`src/rtl/l1_port_arbiter_if.sv`:
```
// L1 AXI master bundle (32-bit addr/data, single ID) between the port arbiter and the tile L1 slave.
// Handshakes: a transfer happens on a rising clk edge where VALID and READY are both high; a source
// holds VALID and its payload stable until that edge, and READY may change freely.
interface l1_port_arbiter_if;
  logic        arvalid;
  logic        arready;
  logic [31:0] araddr;
  logic [7:0]  arlen;
  logic [2:0]  arsize;
  logic        rvalid;
  logic        rready;
  logic [31:0] rdata;
  logic        rlast;
  logic        rid;
  logic        awvalid;
  logic        awready;
  logic [31:0] awaddr;
  logic [7:0]  awlen;
  logic [2:0]  awsize;
  logic        wvalid;
  logic        wready;
  logic [31:0] wdata;
  logic [3:0]  wstrb;
  logic        wlast;
  logic        bvalid;
  logic        bready;
  logic        bid;

  modport master (
    output arvalid, araddr, arlen, arsize, rready,
    output awvalid, awaddr, awlen, awsize, wvalid, wdata, wstrb, wlast, bready,
    input  arready, rvalid, rdata, rlast, rid, awready, wready, bvalid, bid
  );

  modport slave (
    input  arvalid, araddr, arlen, arsize, rready,
    input  awvalid, awaddr, awlen, awsize, wvalid, wdata, wstrb, wlast, bready,
    output arready, rvalid, rdata, rlast, rid, awready, wready, bvalid, bid
  );
endinterface

```
`src/rtl/l1_port_arbiter.sv`:
```
// l1_port_arbiter: round-robin sharing of one L1 AXI master among N_REQ task units, in-order owner FIFOs.
// Define L1_ARB_PERF_EN to enable the saturating perf_rd_stall counter; otherwise it is tied to 0.
module l1_port_arbiter #(
  parameter int N_REQ       = 4,
  parameter int OUTSTANDING = 4,
  parameter int IDX_W       = $clog2(N_REQ)
) (
  input  logic                             ap_clk,
  input  logic                             ap_rst,
  input  logic [N_REQ-1:0]                 req_arvalid,
  input  logic [N_REQ*32-1:0]              req_araddr,
  input  logic [N_REQ*8-1:0]               req_arlen,
  input  logic [N_REQ*3-1:0]               req_arsize,
  output logic [N_REQ-1:0]                 req_arready,
  output logic [N_REQ-1:0]                 req_rvalid,
  output logic [31:0]                      req_rdata,
  output logic                             req_rlast,
  input  logic [N_REQ-1:0]                 req_rready,
  input  logic [N_REQ-1:0]                 req_awvalid,
  input  logic [N_REQ*32-1:0]              req_awaddr,
  input  logic [N_REQ*8-1:0]               req_awlen,
  input  logic [N_REQ*3-1:0]               req_awsize,
  output logic [N_REQ-1:0]                 req_awready,
  input  logic [N_REQ-1:0]                 req_wvalid,
  input  logic [N_REQ*32-1:0]              req_wdata,
  input  logic [N_REQ*4-1:0]               req_wstrb,
  input  logic [N_REQ-1:0]                 req_wlast,
  output logic [N_REQ-1:0]                 req_wready,
  output logic [N_REQ-1:0]                 req_bvalid,
  input  logic [N_REQ-1:0]                 req_bready,
  l1_port_arbiter_if.master                m_axi_l1_V,
  output logic [31:0]                      perf_rd_stall,
  output logic                             dbg_ar_state,
  output logic                             dbg_aw_state,
  output logic [IDX_W-1:0]                 dbg_rd_ptr,
  output logic [IDX_W-1:0]                 dbg_wr_ptr,
  output logic [$clog2(OUTSTANDING+1)-1:0] dbg_rd_count,
  output logic [$clog2(OUTSTANDING+1)-1:0] dbg_wr_count
);

  localparam int PTR_W = (OUTSTANDING > 1) ? $clog2(OUTSTANDING) : 1;
  localparam int CNT_W = $clog2(OUTSTANDING + 1);

  localparam logic [0:0] AR_IDLE = 1'b0;
  localparam logic [0:0] AR_HOLD = 1'b1;
  localparam logic [0:0] AW_IDLE = 1'b0;
  localparam logic [0:0] AW_HOLD = 1'b1;

  function automatic logic [IDX_W-1:0] circ(input logic [IDX_W-1:0] base, input int off);
    int s;
    s = int'(base) + off;
    if (s >= N_REQ) s = s - N_REQ;
    return IDX_W'(s);
  endfunction

  function automatic logic [PTR_W-1:0] ptr_inc(input logic [PTR_W-1:0] p);
    return (p == PTR_W'(OUTSTANDING - 1)) ? '0 : p + PTR_W'(1);
  endfunction

  logic [0:0]       ar_state, aw_state;
  logic [IDX_W-1:0] rd_ptr, wr_ptr;
  logic [IDX_W-1:0] ar_hold_idx, aw_hold_idx;
  logic [IDX_W-1:0] ar_win, aw_win;
  logic             ar_sel, aw_sel, ar_hs, aw_hs;

  logic [IDX_W-1:0] rd_own [OUTSTANDING];
  logic [IDX_W-1:0] wr_own [OUTSTANDING];
  logic [PTR_W-1:0] rd_wp, rd_rp, wr_wp, wr_rp;
  logic [CNT_W-1:0] rd_count, wr_count;
  logic             rd_full, rd_empty, wr_full, wr_empty;
  logic [IDX_W-1:0] rd_head, wr_head;
  logic             r_rready, r_pop, b_bready, b_pop;

  assign rd_full  = (rd_count == CNT_W'(OUTSTANDING));
  assign rd_empty = (rd_count == '0);
  assign wr_full  = (wr_count == CNT_W'(OUTSTANDING));
  assign wr_empty = (wr_count == '0);
  assign rd_head  = rd_own[rd_rp];
  assign wr_head  = wr_own[wr_rp];

  // Scanning from the far end lets the lowest circular offset from the pointer win.
  always_comb begin
    ar_win = ar_hold_idx;
    ar_sel = 1'b0;
    if (ar_state == AR_HOLD) begin
      ar_sel = req_arvalid[ar_hold_idx];
    end else if (!rd_full) begin
      for (int k = N_REQ - 1; k >= 0; k--) begin
        if (req_arvalid[circ(rd_ptr, k)]) begin
          ar_win = circ(rd_ptr, k);
          ar_sel = 1'b1;
        end
      end
    end
  end

  always_comb begin
    aw_win = aw_hold_idx;
    aw_sel = 1'b0;
    if (aw_state == AW_HOLD) begin
      aw_sel = req_awvalid[aw_hold_idx] & req_wvalid[aw_hold_idx];
    end else if (!wr_full) begin
      for (int k = N_REQ - 1; k >= 0; k--) begin
        if (req_awvalid[circ(wr_ptr, k)] && req_wvalid[circ(wr_ptr, k)]) begin
          aw_win = circ(wr_ptr, k);
          aw_sel = 1'b1;
        end
      end
    end
  end

  assign ar_hs = ar_sel & m_axi_l1_V.arready;
  // AW and W are accepted only together so a write never splits across owners.
  assign aw_hs = aw_sel & m_axi_l1_V.awready & m_axi_l1_V.wready;

  assign m_axi_l1_V.arvalid = ar_sel;
  assign m_axi_l1_V.araddr  = req_araddr[int'(ar_win)*32 +: 32];
  assign m_axi_l1_V.arlen   = req_arlen[int'(ar_win)*8 +: 8];
  assign m_axi_l1_V.arsize  = req_arsize[int'(ar_win)*3 +: 3];

  assign m_axi_l1_V.awvalid = aw_sel;
  assign m_axi_l1_V.awaddr  = req_awaddr[int'(aw_win)*32 +: 32];
  assign m_axi_l1_V.awlen   = req_awlen[int'(aw_win)*8 +: 8];
  assign m_axi_l1_V.awsize  = req_awsize[int'(aw_win)*3 +: 3];
  assign m_axi_l1_V.wvalid  = aw_sel;
  assign m_axi_l1_V.wdata   = req_wdata[int'(aw_win)*32 +: 32];
  assign m_axi_l1_V.wstrb   = req_wstrb[int'(aw_win)*4 +: 4];
  assign m_axi_l1_V.wlast   = req_wlast[aw_win];

  always_comb begin
    req_arready = '0;
    req_awready = '0;
    if (ar_sel) req_arready[ar_win] = m_axi_l1_V.arready;
    if (aw_sel) req_awready[aw_win] = m_axi_l1_V.awready & m_axi_l1_V.wready;
  end
  assign req_wready = req_awready;

  // Responses come back in issue order, so the FIFO head always names the owner.
  assign r_rready           = !rd_empty && req_rready[rd_head];
  assign b_bready           = !wr_empty && req_bready[wr_head];
  assign m_axi_l1_V.rready  = r_rready;
  assign m_axi_l1_V.bready  = b_bready;
  assign r_pop              = m_axi_l1_V.rvalid & r_rready & m_axi_l1_V.rlast;
  assign b_pop              = m_axi_l1_V.bvalid & b_bready;
  assign req_rdata          = m_axi_l1_V.rdata;
  assign req_rlast          = m_axi_l1_V.rlast;

  always_comb begin
    req_rvalid = '0;
    req_bvalid = '0;
    if (!rd_empty) req_rvalid[rd_head] = m_axi_l1_V.rvalid;
    if (!wr_empty) req_bvalid[wr_head] = m_axi_l1_V.bvalid;
  end

  always_ff @(posedge ap_clk) begin
    if (ar_hs) rd_own[rd_wp] <= ar_win;
    if (aw_hs) wr_own[wr_wp] <= aw_win;
  end

  always_ff @(posedge ap_clk) begin
    if (ap_rst) begin
      ar_state    <= AR_IDLE;
      ar_hold_idx <= '0;
      rd_ptr      <= '0;
      rd_wp       <= '0;
      rd_rp       <= '0;
      rd_count    <= '0;
    end else begin
      if (ar_hs) begin
        ar_state <= AR_IDLE;
        rd_ptr   <= circ(ar_win, 1);
        rd_wp    <= ptr_inc(rd_wp);
      end else if (ar_sel) begin
        ar_state    <= AR_HOLD;
        ar_hold_idx <= ar_win;
      end
      if (r_pop) rd_rp <= ptr_inc(rd_rp);
      if (ar_hs && !r_pop) rd_count <= rd_count + CNT_W'(1);
      else if (!ar_hs && r_pop) rd_count <= rd_count - CNT_W'(1);
    end
  end

  always_ff @(posedge ap_clk) begin
    if (ap_rst) begin
      aw_state    <= AW_IDLE;
      aw_hold_idx <= '0;
      wr_ptr      <= '0;
      wr_wp       <= '0;
      wr_rp       <= '0;
      wr_count    <= '0;
    end else begin
      if (aw_hs) begin
        aw_state <= AW_IDLE;
        wr_ptr   <= circ(aw_win, 1);
        wr_wp    <= ptr_inc(wr_wp);
      end else if (aw_sel) begin
        aw_state    <= AW_HOLD;
        aw_hold_idx <= aw_win;
      end
      if (b_pop) wr_rp <= ptr_inc(wr_rp);
      if (aw_hs && !b_pop) wr_count <= wr_count + CNT_W'(1);
      else if (!aw_hs && b_pop) wr_count <= wr_count - CNT_W'(1);
    end
  end

`ifdef L1_ARB_PERF_EN
  logic [31:0] stall_cnt;
  always_ff @(posedge ap_clk) begin
    if (ap_rst) begin
      stall_cnt <= '0;
    end else if ((|req_arvalid) && !ar_hs && (stall_cnt != 32'hFFFF_FFFF)) begin
      stall_cnt <= stall_cnt + 32'd1;
    end
  end
  assign perf_rd_stall = stall_cnt;
`else
  assign perf_rd_stall = 32'd0;
`endif

  // Single-ID, in-order slave: returned IDs carry no information.
  logic unused_ids;
  assign unused_ids = m_axi_l1_V.rid ^ m_axi_l1_V.bid;

  assign dbg_ar_state = ar_state;
  assign dbg_aw_state = aw_state;
  assign dbg_rd_ptr   = rd_ptr;
  assign dbg_wr_ptr   = wr_ptr;
  assign dbg_rd_count = rd_count;
  assign dbg_wr_count = wr_count;

endmodule

```
`src/flat_wrapper.sv`:
```
// flat-port wrapper written by rule: the top's interface ports become plain ports
module l1_port_arbiter_flat 
#(
  parameter int N_REQ       = 4,
  parameter int OUTSTANDING = 4,
  parameter int IDX_W       = $clog2(N_REQ)
)
  (ap_clk, ap_rst, req_arvalid, req_araddr, req_arlen, req_arsize, req_arready, req_rvalid, req_rdata, req_rlast, req_rready, req_awvalid, req_awaddr, req_awlen, req_awsize, req_awready, req_wvalid, req_wdata, req_wstrb, req_wlast, req_wready, req_bvalid, req_bready, perf_rd_stall, dbg_ar_state, dbg_aw_state, dbg_rd_ptr, dbg_wr_ptr, dbg_rd_count, dbg_wr_count, m_axi_l1_V_arvalid, m_axi_l1_V_araddr, m_axi_l1_V_arlen, m_axi_l1_V_arsize, m_axi_l1_V_rready, m_axi_l1_V_awvalid, m_axi_l1_V_awaddr, m_axi_l1_V_awlen, m_axi_l1_V_awsize, m_axi_l1_V_wvalid, m_axi_l1_V_wdata, m_axi_l1_V_wstrb, m_axi_l1_V_wlast, m_axi_l1_V_bready, m_axi_l1_V_arready, m_axi_l1_V_rvalid, m_axi_l1_V_rdata, m_axi_l1_V_rlast, m_axi_l1_V_rid, m_axi_l1_V_awready, m_axi_l1_V_wready, m_axi_l1_V_bvalid, m_axi_l1_V_bid);
  l1_port_arbiter_if m_axi_l1_V_i ();
  input  logic ap_clk;
  input  logic ap_rst;
  input  logic [N_REQ-1:0] req_arvalid;
  input  logic [N_REQ*32-1:0] req_araddr;
  input  logic [N_REQ*8-1:0] req_arlen;
  input  logic [N_REQ*3-1:0] req_arsize;
  output logic [N_REQ-1:0] req_arready;
  output logic [N_REQ-1:0] req_rvalid;
  output logic [31:0] req_rdata;
  output logic req_rlast;
  input  logic [N_REQ-1:0] req_rready;
  input  logic [N_REQ-1:0] req_awvalid;
  input  logic [N_REQ*32-1:0] req_awaddr;
  input  logic [N_REQ*8-1:0] req_awlen;
  input  logic [N_REQ*3-1:0] req_awsize;
  output logic [N_REQ-1:0] req_awready;
  input  logic [N_REQ-1:0] req_wvalid;
  input  logic [N_REQ*32-1:0] req_wdata;
  input  logic [N_REQ*4-1:0] req_wstrb;
  input  logic [N_REQ-1:0] req_wlast;
  output logic [N_REQ-1:0] req_wready;
  output logic [N_REQ-1:0] req_bvalid;
  input  logic [N_REQ-1:0] req_bready;
  output logic [31:0] perf_rd_stall;
  output logic dbg_ar_state;
  output logic dbg_aw_state;
  output logic [IDX_W-1:0] dbg_rd_ptr;
  output logic [IDX_W-1:0] dbg_wr_ptr;
  output logic [$clog2(OUTSTANDING+1)-1:0] dbg_rd_count;
  output logic [$clog2(OUTSTANDING+1)-1:0] dbg_wr_count;
  output wire logic [$bits(m_axi_l1_V_i.arvalid)-1:0] m_axi_l1_V_arvalid;
  output wire logic [$bits(m_axi_l1_V_i.araddr)-1:0] m_axi_l1_V_araddr;
  output wire logic [$bits(m_axi_l1_V_i.arlen)-1:0] m_axi_l1_V_arlen;
  output wire logic [$bits(m_axi_l1_V_i.arsize)-1:0] m_axi_l1_V_arsize;
  output wire logic [$bits(m_axi_l1_V_i.rready)-1:0] m_axi_l1_V_rready;
  output wire logic [$bits(m_axi_l1_V_i.awvalid)-1:0] m_axi_l1_V_awvalid;
  output wire logic [$bits(m_axi_l1_V_i.awaddr)-1:0] m_axi_l1_V_awaddr;
  output wire logic [$bits(m_axi_l1_V_i.awlen)-1:0] m_axi_l1_V_awlen;
  output wire logic [$bits(m_axi_l1_V_i.awsize)-1:0] m_axi_l1_V_awsize;
  output wire logic [$bits(m_axi_l1_V_i.wvalid)-1:0] m_axi_l1_V_wvalid;
  output wire logic [$bits(m_axi_l1_V_i.wdata)-1:0] m_axi_l1_V_wdata;
  output wire logic [$bits(m_axi_l1_V_i.wstrb)-1:0] m_axi_l1_V_wstrb;
  output wire logic [$bits(m_axi_l1_V_i.wlast)-1:0] m_axi_l1_V_wlast;
  output wire logic [$bits(m_axi_l1_V_i.bready)-1:0] m_axi_l1_V_bready;
  input wire logic [$bits(m_axi_l1_V_i.arready)-1:0] m_axi_l1_V_arready;
  input wire logic [$bits(m_axi_l1_V_i.rvalid)-1:0] m_axi_l1_V_rvalid;
  input wire logic [$bits(m_axi_l1_V_i.rdata)-1:0] m_axi_l1_V_rdata;
  input wire logic [$bits(m_axi_l1_V_i.rlast)-1:0] m_axi_l1_V_rlast;
  input wire logic [$bits(m_axi_l1_V_i.rid)-1:0] m_axi_l1_V_rid;
  input wire logic [$bits(m_axi_l1_V_i.awready)-1:0] m_axi_l1_V_awready;
  input wire logic [$bits(m_axi_l1_V_i.wready)-1:0] m_axi_l1_V_wready;
  input wire logic [$bits(m_axi_l1_V_i.bvalid)-1:0] m_axi_l1_V_bvalid;
  input wire logic [$bits(m_axi_l1_V_i.bid)-1:0] m_axi_l1_V_bid;
  assign m_axi_l1_V_arvalid = m_axi_l1_V_i.arvalid;
  assign m_axi_l1_V_araddr = m_axi_l1_V_i.araddr;
  assign m_axi_l1_V_arlen = m_axi_l1_V_i.arlen;
  assign m_axi_l1_V_arsize = m_axi_l1_V_i.arsize;
  assign m_axi_l1_V_rready = m_axi_l1_V_i.rready;
  assign m_axi_l1_V_awvalid = m_axi_l1_V_i.awvalid;
  assign m_axi_l1_V_awaddr = m_axi_l1_V_i.awaddr;
  assign m_axi_l1_V_awlen = m_axi_l1_V_i.awlen;
  assign m_axi_l1_V_awsize = m_axi_l1_V_i.awsize;
  assign m_axi_l1_V_wvalid = m_axi_l1_V_i.wvalid;
  assign m_axi_l1_V_wdata = m_axi_l1_V_i.wdata;
  assign m_axi_l1_V_wstrb = m_axi_l1_V_i.wstrb;
  assign m_axi_l1_V_wlast = m_axi_l1_V_i.wlast;
  assign m_axi_l1_V_bready = m_axi_l1_V_i.bready;
  assign m_axi_l1_V_i.arready = m_axi_l1_V_arready;
  assign m_axi_l1_V_i.rvalid = m_axi_l1_V_rvalid;
  assign m_axi_l1_V_i.rdata = m_axi_l1_V_rdata;
  assign m_axi_l1_V_i.rlast = m_axi_l1_V_rlast;
  assign m_axi_l1_V_i.rid = m_axi_l1_V_rid;
  assign m_axi_l1_V_i.awready = m_axi_l1_V_awready;
  assign m_axi_l1_V_i.wready = m_axi_l1_V_wready;
  assign m_axi_l1_V_i.bvalid = m_axi_l1_V_bvalid;
  assign m_axi_l1_V_i.bid = m_axi_l1_V_bid;
  l1_port_arbiter #(.N_REQ(N_REQ), .OUTSTANDING(OUTSTANDING), .IDX_W(IDX_W)) u_core (.ap_clk(ap_clk), .ap_rst(ap_rst), .req_arvalid(req_arvalid), .req_araddr(req_araddr), .req_arlen(req_arlen), .req_arsize(req_arsize), .req_arready(req_arready), .req_rvalid(req_rvalid), .req_rdata(req_rdata), .req_rlast(req_rlast), .req_rready(req_rready), .req_awvalid(req_awvalid), .req_awaddr(req_awaddr), .req_awlen(req_awlen), .req_awsize(req_awsize), .req_awready(req_awready), .req_wvalid(req_wvalid), .req_wdata(req_wdata), .req_wstrb(req_wstrb), .req_wlast(req_wlast), .req_wready(req_wready), .req_bvalid(req_bvalid), .req_bready(req_bready), .m_axi_l1_V(m_axi_l1_V_i), .perf_rd_stall(perf_rd_stall), .dbg_ar_state(dbg_ar_state), .dbg_aw_state(dbg_aw_state), .dbg_rd_ptr(dbg_rd_ptr), .dbg_wr_ptr(dbg_wr_ptr), .dbg_rd_count(dbg_rd_count), .dbg_wr_count(dbg_wr_count));
endmodule
```
`config.mk`:
```
export PLATFORM = sky130hd
export DESIGN_NAME = l1_port_arbiter_flat
export DESIGN_NICKNAME = d
export VERILOG_FILES = /design/src/rtl/l1_port_arbiter_if.sv /design/src/rtl/l1_port_arbiter.sv /design/src/flat_wrapper.sv
export SDC_FILE = /design/constraint.sdc
export NUM_CORES = 1
export LEC_CHECK = 0
export CAP_MARGIN = 20
export CORE_AREA = 2 2 300 302
export DETAILED_ROUTE_END_ITERATION = 10
export DIE_AREA = 0 0 302 304
export HOLD_SLACK_MARGIN = 0.08
export PLACE_DENSITY = 0.41
export SLEW_MARGIN = 20
export SYNTH_ARGS = -nofsm -noshare
export SYNTH_HDL_FRONTEND = slang
export SYNTH_SLANG_ARGS = --single-unit
```
`constraint.sdc`:
```
create_clock -name ap_clk -period 12.3 [get_ports ap_clk]
set_input_delay 3.69 -clock ap_clk [delete_from_list [all_inputs] [get_ports ap_clk]]
set_output_delay 3.69 -clock ap_clk [all_outputs]
set_load 0.01 [all_outputs]
```
Word level (Yosys, flattened, before mapping)
Memories as Yosys holds them, arrays and structs flattened. A register that Yosys moved wholly into a read port is not among the register bits.
Index checks and enable logic that the tools add are counted.

cells by class
  order comparisons = 28
  bitwise gates (word level) = 14
  shifts and indexed selects = 8
  equal/unequal tests = 6
  add/sub/neg operators = 26
  reduce and logical (&&, ||, !) cells = 28
  $mul = 2
  multiplexer cells = 114

operators with widths
  operator             number
  $shiftx 128x8->32    3
  $mux 2               46
  $shiftx 12x32->3     2
  $shiftx 32x6->8      2
  $lt 2x3->1 const B   14
  $mux 1               38
  $bmux 1 s2           18
  $ge 3x3->1 const B   8
  $sub 2x1->2 const B  10
  $and 4x4->4          4
  $mux 4               4
  $shiftx 16x5->4      1
  $logic_and 1x1->1    14
  $add 2x1->3 const B  4
  $add 2x2->3 const B  4
  $mux 3               4
  $add 2x1->2 const B  4
  $and 1x1->1          8
  $demux 1 s2          4
  $eq 2x2->1 const B   4
  $ge 2x1->1 const B   4
  $mul 2x2->4 const B  2
  $add 3x1->3 const B  2
  $eq 3x3->1 const B   2
  other kinds (8)      20

storage, ports and cells
  flip-flop bits (word level) = 24
  output and inout bits = 225
  memories kept = 2
  memory bits (writable) = 16

memory list
  name           depth  bits a word  read ports  clocked after memory_dff  write ports  RTL line               text
  u_core.rd_own  4      2            1           1                         1            l1_port_arbiter.sv:66  logic [IDX_W-1:0] rd_own [OUTSTANDING];
  u_core.wr_own  4      2            1           1                         1            l1_port_arbiter.sv:67  logic [IDX_W-1:0] wr_own [OUTSTANDING];

Logic depth before layout (Yosys ltp)
  depth in word-level cells = 20
  mapped depth = 14

Worst setup path after synthesis
Ideal clock, no wire load.

  path kind = input to output
  from = input req_wvalid[0]
  to = output req_wready[2]
  data arrival time = 5684 ps
  setup slack = 2926 ps
  buffers on the path = 3
  stages on the path = 11
  cells stage by stage = and2_1 > a2111o_1 > a211oi_2 > nor3_4 > or2_4 > inv_6 > buf_12 > buf_12 > ha_1 > and2_1 > buf_4

between the ends
  longest elaborated chain between the ends = 15
  elaborated cells between the ends (all ways) = 34
  classes of those cells = order compare: 2; mux: 25; bitwise: 2; reduce/logical: 5

ends and longest elaborated chain
  element                                                                RTL line                text
  start, declared                                                        flat_wrapper.sv:26      input logic [N_REQ-1:0] req_wvalid;
  $bmux 1 s2                                                             l1_port_arbiter.sv:104  if (req_awvalid[circ(wr_ptr, k)] && req_wvalid[circ(wr_ptr, k)]) begin
  $mux 1 (implied by the code)                                           l1_port_arbiter.sv:104
  $logic_and 1x1->1                                                      l1_port_arbiter.sv:104
  $mux 2 (3 in series)                                                   l1_port_arbiter.sv:104
  $mux 2 (*)                                                             l1_port_arbiter.sv:104
  $mux 2 (*)                                                             l1_port_arbiter.sv:102  end else if (!wr_full) begin
  $mux 2 (*)                                                             l1_port_arbiter.sv:100  if (aw_state == AW_HOLD) begin
  via u_core.aw_win[1]                                                   l1_port_arbiter.sv:63   logic [IDX_W-1:0] ar_win, aw_win;
  $lt 2x3->1 (implied by the code) / $ge 2x1->1 (equally long branches)  l1_port_arbiter.sv:134  if (aw_sel) req_awready[aw_win] = m_axi_l1_V.awready & m_axi_l1_V.wready;
  $logic_and 1x1->1 (implied by the code)                                l1_port_arbiter.sv:134
  $mux 1 (implied by the code)                                           l1_port_arbiter.sv:134
  $demux 1 s2 (*)                                                        -
  $and 4x4->4 (no source line) (*)                                       -
  $mux 4 (*)                                                             l1_port_arbiter.sv:134
  end, declared                                                          flat_wrapper.sv:30      output logic [N_REQ-1:0] req_wready;

Mark *: on every way through the listed nets, which the timed path passes. The rest lies on a longest branch. The select of a mux whose other input is x is not followed.

Worst setup path after layout
  from = input req_arvalid[1]
  to = output m_axi_l1_V_araddr[20]

between the ends
  longest elaborated chain between the ends = 9
  elaborated cells between the ends (all ways) = 15
  classes of those cells = shift: 1; mux: 14

ends and longest elaborated chain
  element                       RTL line                text
  start, declared               flat_wrapper.sv:12      input logic [N_REQ-1:0] req_arvalid;
  $bmux 1 s2                    l1_port_arbiter.sv:89   if (req_arvalid[circ(rd_ptr, k)]) begin
  $mux 1 (implied by the code)  l1_port_arbiter.sv:89
  $mux 2 (3 in series)          l1_port_arbiter.sv:89
  $mux 2 (*)                    l1_port_arbiter.sv:89
  $mux 2 (*)                    l1_port_arbiter.sv:87   end else if (!rd_full) begin
  $mux 2 (*)                    l1_port_arbiter.sv:85   if (ar_state == AR_HOLD) begin
  via u_core.ar_win[0]          l1_port_arbiter.sv:63
  $shiftx 128x8->32 (*)         l1_port_arbiter.sv:117  assign m_axi_l1_V.araddr = req_araddr[int'(ar_win)*32 +: 32];
  end, declared                 flat_wrapper.sv:41      output wire logic [$bits(m_axi_l1_V_i.araddr)-1:0] m_axi_l1_V_araddr;

Marks and branches as above.

==> reports/qor.yml <==
status: "finished clean"
htree_levels: 2
skew_ns: 0.004441
drive_gt1_frac: 0.09332
internal-power_mw: 1.860
die_y_um: 304
grt_remaining_overflow: 0
fin_ws_ns: 0.9778
antenna_found_initial: 1
synth_seq_cells: 44
worstHoldPathCells: 2
grt_max_degree: 162
seq_area_frac_synth: 0.1106
drc: 0
post_cts_resized: 0
finalCriticalPeriod_ns: 11.32
core_um2: 89050
final-hold-violation-count: 0
synthArstFlopShare: 0
swShare: 0.4634
cp-start-kind: "input pin"
final_area_um2: 17060
pre_cts_slack_ns: 0.8794
synthCells: 975
grt_setup_unrepaired: "false"
p_switching_mw: 1.606
final.setup.tns_ns: 0
drt_iter0_drc: 448
sequential_cell_area_um2: 1041
critPathCaptureType: "primary output"
ir_worst_vdd_mv: 0.1479
reg2regPathDepth: 10
placed_area_um2: 16880
final_max_slew_viol_count: 0
yosys.cell_count.top_type: "mux2i_1"
avgViaCountPerCell: 3.888
slew_headroom: 0.2345
synth_ff_type: "dfxtp_1"
multi_input_area_um2: 7242
leakage_nw: 6.606
start_util: 0.1057
synth_cell_types: 58
path_max_fanout: 42
met2_usage: 0.1816
grt_pass1_wl_um: 71140
area_growth_pct: 81.18
yosys.area.top_type: "mux2i_1"
synth_top_area_frac: 0.2360
post_cts_buffers: 0
yosys_warnings: 0
cts_num_sinks: 44
dieArea_um2: 91810
cts_tree: "yes"
synth_edf_count: 16
vias: 10580
cts_root_buffer: "clkbuf_16"
synthTopCellsByArea: "mux2i_1 24%, a22o_1 15%, a221oi_2 14%, a221oi_1 6.7%, buf_4 6.5%"
period_share: 0.9205
cp.arrival_ns: 7.63
wl_per_cell_um: 18.16
place_hpwl_um: 40630
synth_area_um2: 9414
p_seq_frac: 0.070
cp.required_ns: 8.61
cts_hold_buf: 0
boundaryPins: 779
setup_viol: 0
clkPwrFrac: 0.044
fin_nets: 2118
port_buffers: 680
crit_type: "in -> out"
clockBufferDepth: 2
wl_um: 49400
top_usage_layer: "met2"
rows: 110
ant_nets: 0
max_clock_freq_mhz: 88.32
maxCapViolations: 0
worst-slew-pin-transition_ns: 1.148
dieWidth_um: 302
numCtsBuffers: 5
grt.met1_usage: 0.1257
track_usage: 0.1003
min_path_type: "reg -> reg"
p_comb_frac: 0.886
dp_cells: 2711
clkTransAtPathRegs_ns: 0.06
avgSynthCellArea_um2: 9.655
first_pass_iters: 4
gp_congestion: 0.8696
met3_usage: 0.01928
powerDensity_nw_per_um2: 203.2
synthTopCellsByCount: "222 x mux2i_1, 160 x a22o_1, 89 x a221oi_2"
clk_latency_ns: 0.28
grt_pass1_vias: 10750
p_total_mw: 3.466
fillers: 9767
instances_no_fill: 2721
## logic make-up after synthesis
family,Yosys count,synth area share
AOI/OAI and AO/OA,371,0.3959
muxes,231,0.2564
buffers and inverters,187,0.1354
and+or+nand+nor,115,0.06672
DFF,44,0.1106
adders and majority gates,22,0.03083
xor gates and xnor gates,4,0.003721
other,1,0.0003983
## cell usage in the layout (no fill, tap or decap), types with 2 or more instances in the layout
cell	count
nor3b_1	4
and3b_1	2
clkbuf_16	5
mux2i_1	221
and3_1	2
o21ai_1	2
nor2b_1	9
buf_4	18
and4b_1	2
clkdlybuf4s50_1	680
a21oi_1	12
a21o_1	4
a211oi_1	3
a31oi_1	4
fa_1	2
nor3_1	10
xor2_1	4
nor2_1	32
inv_1	9
mux4_2	8
edfxtp_1	16
a22o_1	160
nand2b_1	3
inv_4	2
and2_1	20
a221oi_2	89
o211ai_1	2
ha_1	20
a32oi_1	2
conb_1	32
a221oi_1	72
o21ai_0	9
or3_1	6
buf_12	5
diode_2	2
nand2_1	15
dfxtp_1	28
nand3_1	2
## worst max-delay path, cell delays in order
cell and delay [ns]:
clkdlybuf4s50_1 0.64, nor3b_1 0.24, a31oi_1 0.06, o211ai_1 0.25, mux2i_1 0.24, nor3_2 0.06, buf_4 0.18, inv_4 0.36
buf_4 0.66, mux2i_1 0.48, mux2i_1 0.15, clkdlybuf4s50_1 0.52
## metrics by stage
| stage | util | hold WS (ns) |
|---|---|---|
| after global routing | 0.1915 | 0.5354 |
| after CTS | 0.1915 | 0.5121 |
| after global placement | 0.1892 | 0.4882 |
| after detailed placement | 0.1895 | 0.5091 |
| after floorplan | - | 0.4634 |
| final | 0.1915 | 0.5027 |
## sequential cells by signal, summed over array words and instances (netlist names), named ones only
name                 cells
u_core.dbg_wr_count      3
u_core.dbg_ar_state      1
u_core.dbg_wr_ptr        2
u_core.wr_wp             2
u_core.wr_own            8
u_core.ar_hold_idx       2
u_core.dbg_rd_ptr        2
u_core.rd_rp             2
u_core.dbg_aw_state      1
u_core.dbg_rd_count      3
u_core.wr_rp             2
u_core.rd_wp             2
u_core.aw_hold_idx       2
u_core.rd_own            8
## power by group through the flow
stage,sequential [mW],combinational [mW],clock [mW]
detailed placement,0.246,3.11,0
finish,0.243,3.07,0.152
CTS,0.243,3.13,0.158
global placement,0.244,3.08,0
floorplan,0.231,1.87,0
global route,0.251,3.30,0.164
## layer usage
metal	up-vias	part of all wire
li1	5066	-
met1	5102	0.42
met2	377	0.52
met3	33	0.058
met4	2	0.0086
met5	-	0.00026
## final cells by class
| class | count | area share |
|---|---|---|
| Inverter | 12 | 0.003228 |
| Tap cell | 1176 | 0.08627 |
| Multi-Input combinational cell | 775 | 0.4246 |
| Antenna cell | 2 | 0.0002934 |
| Timing Repair Buffer | 704 | 0.4145 |
| Clock buffer | 6 | 0.008143 |
| Sequential cell | 44 | 0.06103 |
| Clock inverter | 2 | 0.001981 |
## path summary, 6_finish.rpt
check	slack (ns)	startpoint	end
hold reg to reg	0.50	u_core.rd_rp[0]	register
setup / recovery	0.98	req_arvalid[1]	m_axi_l1_V_araddr[20]
setup reg to reg	9.18	u_core.dbg_wr_ptr[1]	u_core.dbg_wr_ptr[1]
hold / removal	0.50	u_core.rd_rp[0]	register
Power figures use the tool's default switching activity.
